### config.mk
export PLATFORM = sky130hd
export DESIGN_NAME = life_gen_sequencer
export DESIGN_NICKNAME = d
export VERILOG_FILES = /design/src/rtl/life_pkg.sv /design/src/rtl/life_cell_next.sv /design/src/rtl/life_gen_sequencer.sv
export SDC_FILE = /design/constraint.sdc
export NUM_CORES = 1
export LEC_CHECK = 0
export CORE_MARGIN = 5
export CORE_UTILIZATION = 30
export CTS_BUF_LIST = sky130_fd_sc_hd__clkbuf_2
export CTS_CLUSTER_SIZE = 20
export DETAILED_ROUTE_END_ITERATION = 10
export GPL_TIMING_DRIVEN = 1
export PLACE_DENSITY_LB_ADDON = 0.08
export SLEW_MARGIN = 20
export SYNTH_ARGS = -nofsm -noshare
export SYNTH_HDL_FRONTEND = slang
export SYNTH_SLANG_ARGS = --single-unit
### constraint.sdc
create_clock -name i_clk -period 6.3 [get_ports i_clk]
set_input_delay 0.945 -clock i_clk [delete_from_list [all_inputs] [get_ports i_clk]]
set_output_delay 0.945 -clock i_clk [all_outputs]
set_load 0.01 [all_outputs]
### src/rtl/life_pkg.sv
// Shared definitions for the Game of Life generation sequencer.
//   state_t  : sequencer FSM states
//   ALIVE/DEAD : cell value encoding
//   wrap_dec/wrap_inc : toroidal index helpers for row/column +-1
package life_pkg;

  typedef enum logic [1:0] {
    IDLE   = 2'd0,
    SCAN   = 2'd1,
    COMMIT = 2'd2
  } state_t;

  localparam logic ALIVE = 1'b1;
  localparam logic DEAD  = 1'b0;

  // index - 1 on a ring of n entries
  function automatic int wrap_dec(input int idx, input int n);
    return (idx == 0) ? n - 1 : idx - 1;
  endfunction

  // index + 1 on a ring of n entries
  function automatic int wrap_inc(input int idx, input int n);
    return (idx == n - 1) ? 0 : idx + 1;
  endfunction

endpackage

### src/rtl/life_cell_next.sv
// Combinational Life rule for one cell.
//   i_nbrs  : the 8 neighbour states (any order)
//   i_alive : current state of the centre cell
//   o_next  : next state, born on 3 neighbours, survives on 2 or 3
module life_cell_next
  import life_pkg::*;
(
  input  logic [7:0] i_nbrs,
  input  logic       i_alive,
  output logic       o_next
);

  logic [3:0] w_cnt;

  always_comb begin
    w_cnt = '0;
    for (int k = 0; k < 8; k++) begin
      w_cnt = w_cnt + {3'b000, i_nbrs[k]};
    end
  end

  assign o_next = ((w_cnt == 4'd3) || ((i_alive == ALIVE) && (w_cnt == 4'd2))) ? ALIVE : DEAD;

endmodule

### src/rtl/life_gen_sequencer.sv
// Game of Life generation controller on a toroidal ROWS x COLS grid.
// Evaluates one cell per cycle into a next buffer and commits a whole
// generation at once.
//   i_clk, i_rst       : clock, synchronous active-high reset
//   i_load_en/row/data : row write into the current grid (IDLE only)
//   i_step, i_run      : single generation request / free-running level
//   o_busy, o_done     : SCAN or COMMIT active / new generation visible
//   o_gen_count        : generations committed since reset or last load
//   o_grid             : current grid, bit r*COLS+c = cell (r,c)
//
// state  | meaning
// IDLE   | waiting; loads accepted, step/run start a generation
// SCAN   | evaluating cell (r_row,r_col) into the next buffer
// COMMIT | next buffer copied to current, generation counted
module life_gen_sequencer
  import life_pkg::*;
#(
  parameter int COLS  = 8,
  parameter int ROWS  = 8,
  parameter int GEN_W = 16
) (
  input  logic                      i_clk,
  input  logic                      i_rst,
  input  logic                      i_load_en,
  input  logic [$clog2(ROWS)-1:0]   i_load_row,
  input  logic [COLS-1:0]           i_load_data,
  input  logic                      i_step,
  input  logic                      i_run,
  output logic                      o_busy,
  output logic                      o_done,
  output logic [GEN_W-1:0]          o_gen_count,
  output logic [ROWS*COLS-1:0]      o_grid
);

  localparam int N  = ROWS * COLS;
  localparam int RW = $clog2(ROWS);
  localparam int CW = $clog2(COLS);
  localparam int IW = $clog2(N);

  state_t           r_state;
  logic [RW-1:0]    r_row;
  logic [CW-1:0]    r_col;
  logic [N-1:0]     r_cur;
  logic [N-1:0]     r_nxt;
  logic             r_busy;
  logic             r_done;
  logic [GEN_W-1:0] r_gen;

  int               w_r, w_c, w_rm, w_rp, w_cm, w_cp;
  logic [7:0]       w_nbrs;
  logic             w_centre;
  logic             w_next;
  logic [IW-1:0]    w_cell;
  logic [IW-1:0]    w_load_base;
  logic             w_load_ok;

  function automatic logic [IW-1:0] cell_idx(input int r, input int c);
    return IW'(r * COLS + c);
  endfunction

  // Neighbourhood of the scan cell, always read from the stable current buffer
  always_comb begin
    w_r      = int'(r_row);
    w_c      = int'(r_col);
    w_rm     = wrap_dec(w_r, ROWS);
    w_rp     = wrap_inc(w_r, ROWS);
    w_cm     = wrap_dec(w_c, COLS);
    w_cp     = wrap_inc(w_c, COLS);
    w_nbrs   = {r_cur[cell_idx(w_rm, w_cm)], r_cur[cell_idx(w_rm, w_c)],
                r_cur[cell_idx(w_rm, w_cp)], r_cur[cell_idx(w_r,  w_cm)],
                r_cur[cell_idx(w_r,  w_cp)], r_cur[cell_idx(w_rp, w_cm)],
                r_cur[cell_idx(w_rp, w_c)],  r_cur[cell_idx(w_rp, w_cp)]};
    w_centre = r_cur[cell_idx(w_r, w_c)];
    w_cell   = cell_idx(w_r, w_c);
  end

  assign w_load_ok   = (int'(i_load_row) < ROWS);
  assign w_load_base = IW'(int'(i_load_row) * COLS);

  life_cell_next u_rule (
    .i_nbrs  (w_nbrs),
    .i_alive (w_centre),
    .o_next  (w_next)
  );

  always_ff @(posedge i_clk) begin
    if (i_rst) begin
      r_state <= IDLE;
      r_row   <= '0;
      r_col   <= '0;
      r_cur   <= '0;
      r_nxt   <= '0;
      r_busy  <= 1'b0;
      r_done  <= 1'b0;
      r_gen   <= '0;
    end else begin
      r_done <= 1'b0;
      case (r_state)
        IDLE: begin
          // a load in the same cycle as step/run swallows the request
          if (i_load_en) begin
            if (w_load_ok) begin
              r_cur[w_load_base +: COLS] <= i_load_data;
              r_gen                      <= '0;
            end
          end else if (i_step || i_run) begin
            r_state <= SCAN;
            r_busy  <= 1'b1;
            r_row   <= '0;
            r_col   <= '0;
          end
        end
        SCAN: begin
          r_nxt[w_cell] <= w_next;
          if (r_col == CW'(COLS - 1)) begin
            r_col <= '0;
            if (r_row == RW'(ROWS - 1)) begin
              r_row   <= '0;
              r_state <= COMMIT;
            end else begin
              r_row <= r_row + 1'b1;
            end
          end else begin
            r_col <= r_col + 1'b1;
          end
        end
        COMMIT: begin
          r_cur  <= r_nxt;
          r_gen  <= r_gen + 1'b1;
          r_done <= 1'b1;
          if (i_run) begin
            r_state <= SCAN;
          end else begin
            r_state <= IDLE;
            r_busy  <= 1'b0;
          end
        end
        default: begin
          r_state <= IDLE;
          r_busy  <= 1'b0;
        end
      endcase
    end
  end

  assign o_busy      = r_busy;
  assign o_done      = r_done;
  assign o_gen_count = r_gen;
  assign o_grid      = r_cur;

endmodule

==> results of run 1 <==
==> final cells by class <==
| type | count | area share |
|---|---|---|
| inverter | 28 | 0.00989 |
| clock inverter | 14 | 0.0129 |
| sequential | 154 | 0.257 |
| antenna | 3 | 0.000624 |
| multi-input combinational | 944 | 0.542 |
| clock buffer | 18 | 0.00749 |
| tap | 448 | 0.0466 |
| timing repair buffer | 155 | 0.123 |
==> cells in the mapped netlist, drive strengths merged, types with 3 or more instances <==
cell type,n
nand2b,13
a32oi,3
fa,5
nand3b,7
a22oi,19
nand2,100
nor3b,38
or3,12
nor2,191
o21a,4
nand4,8
a31oi,5
o221ai,6
nor4,3
a311oi,19
a221oi,5
a41o,33
ha,22
nor3,23
and2,11
clkbuf,69
a21oi,63
o32ai,6
a211o,4
xor2,3
mux4,13
buf,32
o2bb2ai,3
o21ai,36
xnor2,6
inv,28
o211ai,4
a22o,4
nand3,36
dfxtp,154
a2bb2oi,3
mux2,10
a211oi,51
and3,8
mux2i,116
o22ai,10
o21bai,3
nor2b,8
or2,5
==> worst paths after layout <==
| kind | startpoint | to | slack (ps) | cells after the start |
|---|---|---|---|---|
| max | r_col[0] | r_nxt[16] | 340 | 20 |
| min | r_nxt[61] | o_grid[61] | 480 | 2 |
| max reg2reg | r_col[0] | r_nxt[16] | 340 | 20 |
| min reg2reg | r_nxt[61] | o_grid[61] | 480 | 2 |
==> power groups by stage <==
stage	Combinational, mW	Sequential (mW)	Clock (mW)
2_1_floorplan	0.553	1.02	0
3_3_place_gp	0.844	1.03	0
5_1_grt	1.05	1.01	0.664
3_5_place_dp	0.842	1.03	0
6_report	0.994	1.01	0.601
4_1_cts	0.842	1.01	0.623
==> cell families (layout without fill, tap and decap cells) <==
kind of cell | Yosys count | in the layout | synth area share
other | 0 | 3 | 0
buffers and inverters | 129 | 215 | 0.0555
XOR/XNOR | 9 | 9 | 0.00780
AO/OA/AOI/OAI | 296 | 296 | 0.211
AND/OR/NAND/NOR | 473 | 473 | 0.227
adder cells (fa/ha/maj) | 27 | 27 | 0.0371
multiplexers | 139 | 139 | 0.156
flip-flops | 154 | 154 | 0.305
==> what timing repair did <==
action                                  in CTS  in global routing
endpoints found under the setup margin       0                 64
setup buffers                                0                 12
resized for setup                            0                 15
==> per-stage QoR <==
step	worst slack (ps)	power (mW)	hold slack, ps	instance area (sq um)	util
floorplan	106	1.57	450	10100	-
global placement	208	1.87	462	11600	0.347
detailed placement	145	1.87	468	11600	0.347
CTS	93.1	2.47	492	11800	0.354
global route	45.2	2.73	519	12000	0.360
finish	341	2.60	483	12000	0.360
==> registers in the layout, indices dropped and copies added, names as in the netlist <==
| signal | flops |
|---|---|
| o_grid | 64 |
| r_nxt | 64 |
| o_gen_count | 16 |
| r_col | 3 |
| r_row | 3 |
| r_state | 2 |
| o_busy | 1 |
| o_done | 1 |
==> cells in the final DEF (no fill, tap or decap), types with 7 or more instances in the layout <==
cell	netlist	layout
nor2_1	189	188
dfxtp_1	154	151
mux2i_1	115	115
nand2_1	100	100
clkdlybuf4s50_1	0	96
a21oi_1	63	60
buf_4	6	53
a211oi_1	51	50
nand3_1	36	36
nor3b_1	37	36
o21ai_0	33	33
a41o_1	33	33
inv_1	25	24
nor3_1	22	20
a22oi_1	19	19
a311oi_1	19	19
ha_1	22	19
clkbuf_2	0	18
mux4_2	13	13
nand2b_1	13	12
or3_1	12	12
o22ai_1	10	10
and2_1	10	10
mux2_2	9	9
and3_1	8	8
nand4_1	8	8
nand3b_1	7	7
clkinv_2	0	7
==> metal layers <==
| metal | vias to the layer above | share of wire | GRT usage |
|---|---|---|---|
| met2 | 277 | 0.46 | 0.352 |
| met5 | - | 0 | 0 |
| met4 | 0 | 0.025 | 0.0650 |
| li1 | 4682 | - | - |
| met3 | 52 | 0.050 | 0.0386 |
| met1 | 4919 | 0.46 | 0.306 |
==> worst max-delay path: cells and delay by family (launching register included) <==
family	cells	cell delay, ps
compound gates	4	840
fa+ha+maj	6	2180
simple gates	2	600
flops	1	420
mux	3	1080
buf+inv	5	740
==> key figures, run 1 <==
Power and ir drop
  • Worst VDD drop: 0.239 mV
  • Leak Pwr: 4.53 nW
  • Clock share of power: 0.231
  • Sw Share: 0.393
  • P_int: 1.58 mW
  • Psw: 1.02 mW
  • Comb pwr share: 0.382
  • Pwr per Cell Area: 216 mW/mm^2
  • Sequential power share: 0.387

Timing
  • Max-slew headroom: 0.239
  • RSZ-0062 raised after global routing: false
  • Worst-Margin Slew: 1130 ps
  • Number of hold violations in the final report: 0
  • Clk_skew: 41.4 ps
  • Maximum clock rate: 168 MHz
  • Minimum clock period: 5960 ps
  • Final Setup Violations: 0
  • Slew Limit Fails: 0
  • Fin Setup TNS: 0 ps
  • Final period utilization: 0.946

Floorplan
  • CORE AREA: 0.0334 sq mm
  • Boundary pin count: 98
  • Initial core utilization: 0.303
  • Std cell rows: 67
  • Die Y: 194 um
  • Die W: 194 um
  • DIE AREA: 0.0375 sq mm

Logic synthesis
  • Mapped Cells: 1,227
  • Ys async rst share: 0
  • Top-area cell type share of the netlist area: 0.305
  • Net Count, Synth: 1,270
  • Most area-consuming cells after synthesis: dfxtp_1 (31%), mux2i_1 (11%), nor2_1 (7.0%), a211oi_1 (3.8%), nand2_1 (3.7%)
  • Number of synthesized flops with an enable pin: 0
  • Flip-flop and latch count after synthesis: 154
  • Sequential fraction of the synthesis area: 0.305
  • Largest area contributor in the netlist: dfxtp_1
  • Synth cell types: 80
  • Main synth FF type: dfxtp_1
  • Post-Syn Area per Cell: 8.24 sq um
  • Syn Std Cell Area: 0.0101 sq mm
  • Warnings from Yosys: 0

Clock tree
  • Clock Tree Buf Depth: 2
  • Hold_buf cts: 0
  • Clock slew at reported path FFs: 250 ps
  • Sink Count: 154
  • CTS root buffer: clkbuf_2
  • Clock latency on the worst-skew pair: 840 ps
  • CTS tree: yes
  • H-Tree Depth: 4
  • CTS buffer count: 17

Route
  • Vias per Instance: 5.63
  • Final ANT Viol Nets: 0
  • DRC viols: 0
  • Pre-antenna DRT Iters: 7
  • Routed via count: 9,930
  • Total wire length: 42,800 um
  • DRT iter0 DRCs: 934
  • WL per Instance: 24.2 um

Global route
  • Maximum number of pins on one net before global-route repair: 76
  • Global route overflow: 0
  • Vias in the first global route: 9,422
  • Antenna violations before repair: 1
  • First-pass GRT wire length: 63,600 um
  • GRT Total Usage: 0.220

Worst hold path
  • Min-delay worst type: flip-flop to flip-flop

Place
  • Final Wtd Congestion: 0.914
  • Cells after DPL: 1,715
  • IO Port Bufs: 97
  • Dpl hpwl: 30,000 um

Run status
  • Outcome: finished clean

Layout
  • Register area: 0.00309 sq mm
  • Multi-input gate area: 0.00652 sq mm
  • Final #Nets: 1,343
  • Share of cells above drive strength 1: 0.114
  • Synth-to-Final Area Change: 19.0%
  • Final Non-Filler Cells: 1,764
  • FILL cells: 3,600

Critical path
  • Setup crit start kind: flip-flop
  • Crit path kind: flip-flop to flip-flop
  • Worst-path fanout max: 32
  • Worst Path Arrival: 6680 ps
  • Critical Path RT: 7020 ps
  • CP max stage delay: 550 ps
  • CP cell instances: ha_1 > ha_1 > nor2_4 > buf_4 > mux2i_1 > mux4_2 > mux4_2 > a211oi_2 > ha_1 > inv_1 > fa_1 > fa_1 > inv_1 > fa_1 > inv_1 > o31ai_2 > nor4_4 > o211ai_2 > buf_4 > a41o_1
  • Worst Setup End Kind: flip-flop
  • Slowest-stage cell, CP: fa_1

Run
  • Max Cap Viol: 0
Note: power is estimated with default switching activity, not from simulation.
==> inputs of run 2 (changes only) <==
--- a/config.mk
+++ b/config.mk
@@ -5,10 +5,11 @@
 export SDC_FILE = /design/constraint.sdc
 export NUM_CORES = 1
 export LEC_CHECK = 0
+export CAP_MARGIN = 20
 export CORE_MARGIN = 5
 export CORE_UTILIZATION = 30
 export CTS_BUF_LIST = sky130_fd_sc_hd__clkbuf_2
-export CTS_CLUSTER_SIZE = 20
+export CTS_CLUSTER_SIZE = 28
 export DETAILED_ROUTE_END_ITERATION = 10
 export GPL_TIMING_DRIVEN = 1
 export PLACE_DENSITY_LB_ADDON = 0.08
==> results of run 2 <==
Same layout as run 1: the final DEF is identical, and so are final timing and power.
==> inputs of run 3 (changes only) <==
--- a/config.mk
+++ b/config.mk
@@ -5,6 +5,7 @@
 export SDC_FILE = /design/constraint.sdc
 export NUM_CORES = 1
 export LEC_CHECK = 0
+export ABC_AREA = 1
 export CAP_MARGIN = 20
 export CORE_MARGIN = 5
 export CORE_UTILIZATION = 30
==> run 3 against run 2 <==
Combinational power increased to 2.7 times the previous value. Cell area decreased by 0.22%. Clock-buffer cell count increased by 2. Area after synthesis increased by 3.8%. Global-route usage decreased by 0.15 points. Synthesized cell count increased by 25%. Critical endpoint is now r_nxt[34].
==> key figures, run 3 <==
Global route
  • GRT Total Usage: 0.219 (was 0.220)
  • Maximum number of pins on one net before global-route repair: 82 (was 76)
  • First-pass GRT wire length: 65,000 um (was 63,600 um)
  • Global route overflow: 0 (unchanged)
  • Antenna violations before repair: 1 (unchanged)
  • Vias in the first global route: 10,100 (was 9,422)

Clock tree
  • Clock Tree Buf Depth: 2 (unchanged)
  • CTS tree: yes (unchanged)
  • Clock latency on the worst-skew pair: 790 ps (was 840 ps)
  • CTS root buffer: clkbuf_2 (unchanged)
  • H-Tree Depth: 4 (unchanged)
  • Clock slew at reported path FFs: 260 ps (was 250 ps)
  • Sink Count: 154 (unchanged)
  • CTS buffer count: 17 (unchanged)

Layout
  • Final instance area: 0.0120 sq mm (about the same)
  • Final #Nets: 1,641 (was 1,343)
  • Multi-input gate area: 0.00642 sq mm (was 0.00652 sq mm)
  • FILL cells: 3,837 (was 3,600)
  • Share of cells above drive strength 1: 0.0981 (was 0.114)
  • Most frequent cells in the layout: nand2_1 (447), dfxtp_1 (152), nand3_1 (139) (was nor2_1 (188), dfxtp_1 (151), mux2i_1 (115))
  • Core Util, Final: 0.347 (was 0.360)
  • Synth-to-Final Area Change: 14.4% (was 19.0%)
  • Final Non-Filler Cells: 2,067 (was 1,764)
  • Register area: 0.00309 sq mm (about the same)
  • Most common cell after layout, fill and taps aside: nand2_1 (was nor2_1)

Route
  • WL per Instance: 21.0 um (was 24.2 um)
  • Routed via count: 10,800 (was 9,930)
  • Pre-antenna DRT Iters: 6 (was 7)
  • DRT iter0 DRCs: 1,031 (was 934)
  • Total wire length: 43,400 um (was 42,800 um)
  • DRC viols: 0 (unchanged)
  • Final ANT Viol Nets: 0 (unchanged)
  • Vias per Instance: 5.23 (was 5.63)

Floorplan
  • Die W: 197 um (was 194 um)
  • Std cell rows: 68 (was 67)
  • Boundary pin count: 98 (unchanged)
  • Die Y: 197 um (was 194 um)
  • DIE AREA: 0.0388 sq mm (was 0.0375 sq mm)
  • Initial core utilization: 0.304 (was 0.303)
  • CORE AREA: 0.0345 sq mm (was 0.0334 sq mm)

Timing
  • Slew Limit Fails: 0 (unchanged)
  • Number of hold violations in the final report: 0 (unchanged)
  • Worst hold margin: 491 ps (was 483 ps)
  • Minimum clock period: 5960 ps (about the same)
  • RSZ-0062 raised after global routing: false (unchanged)
  • Worst-Margin Slew: 993 ps (was 1130 ps)
  • Final Setup Violations: 0 (unchanged)
  • Final period utilization: 0.946 (about the same)
  • Clk_skew: 60.5 ps (was 41.4 ps)
  • Fin Setup TNS: 0 ps (unchanged)
  • Worst setup margin: 343 ps (was 341 ps)
  • Maximum clock rate: 168 MHz (about the same)
  • Max-slew headroom: 0.338 (was 0.239)

Logic synthesis
  • Sequential fraction of the synthesis area: 0.294 (was 0.305)
  • Number of synthesized flops with an enable pin: 0 (unchanged)
  • Net Count, Synth: 1,576 (was 1,270)
  • Warnings from Yosys: 0 (unchanged)
  • Most area-consuming cells after synthesis: dfxtp_1 (29%), nand2_1 (16%), a21oi_4 (9.3%), nand3_1 (6.6%), o21ai_0 (5.8%) (was dfxtp_1 (31%), mux2i_1 (11%), nor2_1 (7.0%), a211oi_1 (3.8%), nand2_1 (3.7%))
  • Post-Syn Area per Cell: 6.84 sq um (was 8.24 sq um)
  • Synth cell types: 51 (was 80)
  • Flip-flop and latch count after synthesis: 154 (unchanged)
  • Mapped Cells: 1,533 (was 1,227)
  • Syn Std Cell Area: 0.0105 sq mm (was 0.0101 sq mm)
  • Main synth FF type: dfxtp_1 (unchanged)
  • Post-synth top cells: nand2_1 (448), dfxtp_1 (154), nand3_1 (139), nor2_1 (129), inv_1 (123) (was nor2_1 (189), dfxtp_1 (154), mux2i_1 (115), nand2_1 (100), clkbuf_1 (69))
  • Top-area cell type share of the netlist area: 0.294 (was 0.305)
  • Ys async rst share: 0 (unchanged)
  • Largest area contributor in the netlist: dfxtp_1 (unchanged)
  • Cell with the most instances after synthesis: nand2_1 (was nor2_1)

Critical path
  • Worst Setup End Kind: flip-flop (unchanged)
  • Worst-path fanout max: 22 (was 32)
  • CP max stage delay: 560 ps (was 550 ps)
  • FF-to-FF setup slack: 340 ps (about the same)
  • Setup crit start kind: flip-flop (unchanged)
  • CP cell instances: ha_1 > ha_1 > nor3_1 > ha_1 > inv_1 > nand3_1 > nand3_1 > nand2_1 > nand2_1 > nand2_1 > ha_1 > inv_1 > fa_1 > fa_1 > inv_1 > fa_1 > inv_1 > fa_1 > a211oi_2 > nand2_8 > buf_12 > a21oi_4 (was ha_1 > ha_1 > nor2_4 > buf_4 > mux2i_1 > mux4_2 > mux4_2 > a211oi_2 > ha_1 > inv_1 > fa_1 > fa_1 > inv_1 > fa_1 > inv_1 > o31ai_2 > nor4_4 > o211ai_2 > buf_4 > a41o_1)
  • Worst Path Arrival: 6650 ps (was 6680 ps)
  • Critical Path RT: 7000 ps (was 7020 ps)
  • Slowest-stage cell, CP: fa_1 (unchanged)
  • Crit path kind: flip-flop to flip-flop (unchanged)

Power and ir drop
  • Worst VDD drop: 0.748 mV (was 0.239 mV)
  • Leak Pwr: 4.35 nW (was 4.53 nW)
  • Total power: 4.33 mW (was 2.60 mW)
  • Pwr per Cell Area: 361 mW/mm^2 (was 216 mW/mm^2)

Place
  • Final Wtd Congestion: 0.914 (about the same)
  • Place WS: 438 ps (was 145 ps)
  • Dpl hpwl: 32,200 um (was 30,000 um)
  • IO Port Bufs: 97 (unchanged)
  • Placed cell area: 0.0117 sq mm (was 0.0116 sq mm)
  • Cells after DPL: 2,034 (was 1,715)

Run
  • Max Cap Viol: 0 (unchanged)

Run status
  • Outcome: finished clean (unchanged)

Worst hold path
  • Min-delay worst type: flip-flop to flip-flop (unchanged)
==> run 3: report_power, final <==
part / switching, mW / internal [mW] / leakage, nW / total (mW)
combinational: 1.95 / 0.743 / 2.96 / 2.69
sequential: 0.0336 / 0.995 / 1.24 / 1.03
clock: 0.381 / 0.225 / 0.153 / 0.606
==> run 3: logic make-up (layout without fill, tap and decap cells) <==
logic type      after synthesis  after routing  synth area share
flops                       154            154             0.294
simple gates                769            769             0.306
xor+xnor                     14             14            0.0117
compound gates              358            358             0.258
buf+inv                     211            289            0.0949
fa+ha+maj                    27             27            0.0358
other cells                   0              1                 0
==> run 3: worst paths after layout <==
check | from | cells after the start | endpoint
worst min-delay path | o_busy | 2 | o_busy
worst min register to register | o_busy | 2 | o_busy
worst max register to register | r_col[0] | 22 | r_nxt[34]
worst max-delay path | r_col[0] | 22 | r_nxt[34]
==> run 3: repair_timing <==
| item | 4_1_cts | 5_1_grt |
|---|---|---|
| gates resized for setup | 0 | 2 |
| buffers inserted | 0 | 0 |
| hold buffers | 0 | 0 |
| setup endpoints to repair | 0 | 27 |
==> run 3: critical path, delay by kind of cell, from the launching register on <==
family                     cells  cell delay, ps
adders and majority gates      8            3090
DFF                            1             410
and+or+nand+nor                7            1120
AOI/OAI and AO/OA              2             520
buffers and inverters          5             680
==> run 3: area by class of cell <==
| type | instances | share of cell area |
|---|---|---|
| Clock buffer | 20 | 0.00834 |
| Tap cell | 455 | 0.0475 |
| Sequential cell | 154 | 0.257 |
| Inverter | 141 | 0.0445 |
| Clock inverter | 12 | 0.0125 |
| Timing Repair Buffer | 116 | 0.0945 |
| Multi-Input combinational cell | 1168 | 0.535 |
| Antenna cell | 1 | 0.000209 |
==> run 3: routing by layer <==
| metal | GRT usage | vias up | part of all wire |
|---|---|---|---|
| met2 | 0.358 | 321 | 0.47 |
| li1 | - | 5245 | - |
| met1 | 0.313 | 5196 | 0.47 |
| met3 | 0.0246 | 42 | 0.047 |
| met4 | 0.0465 | 0 | 0.015 |
| met5 | 0 | - | 0 |
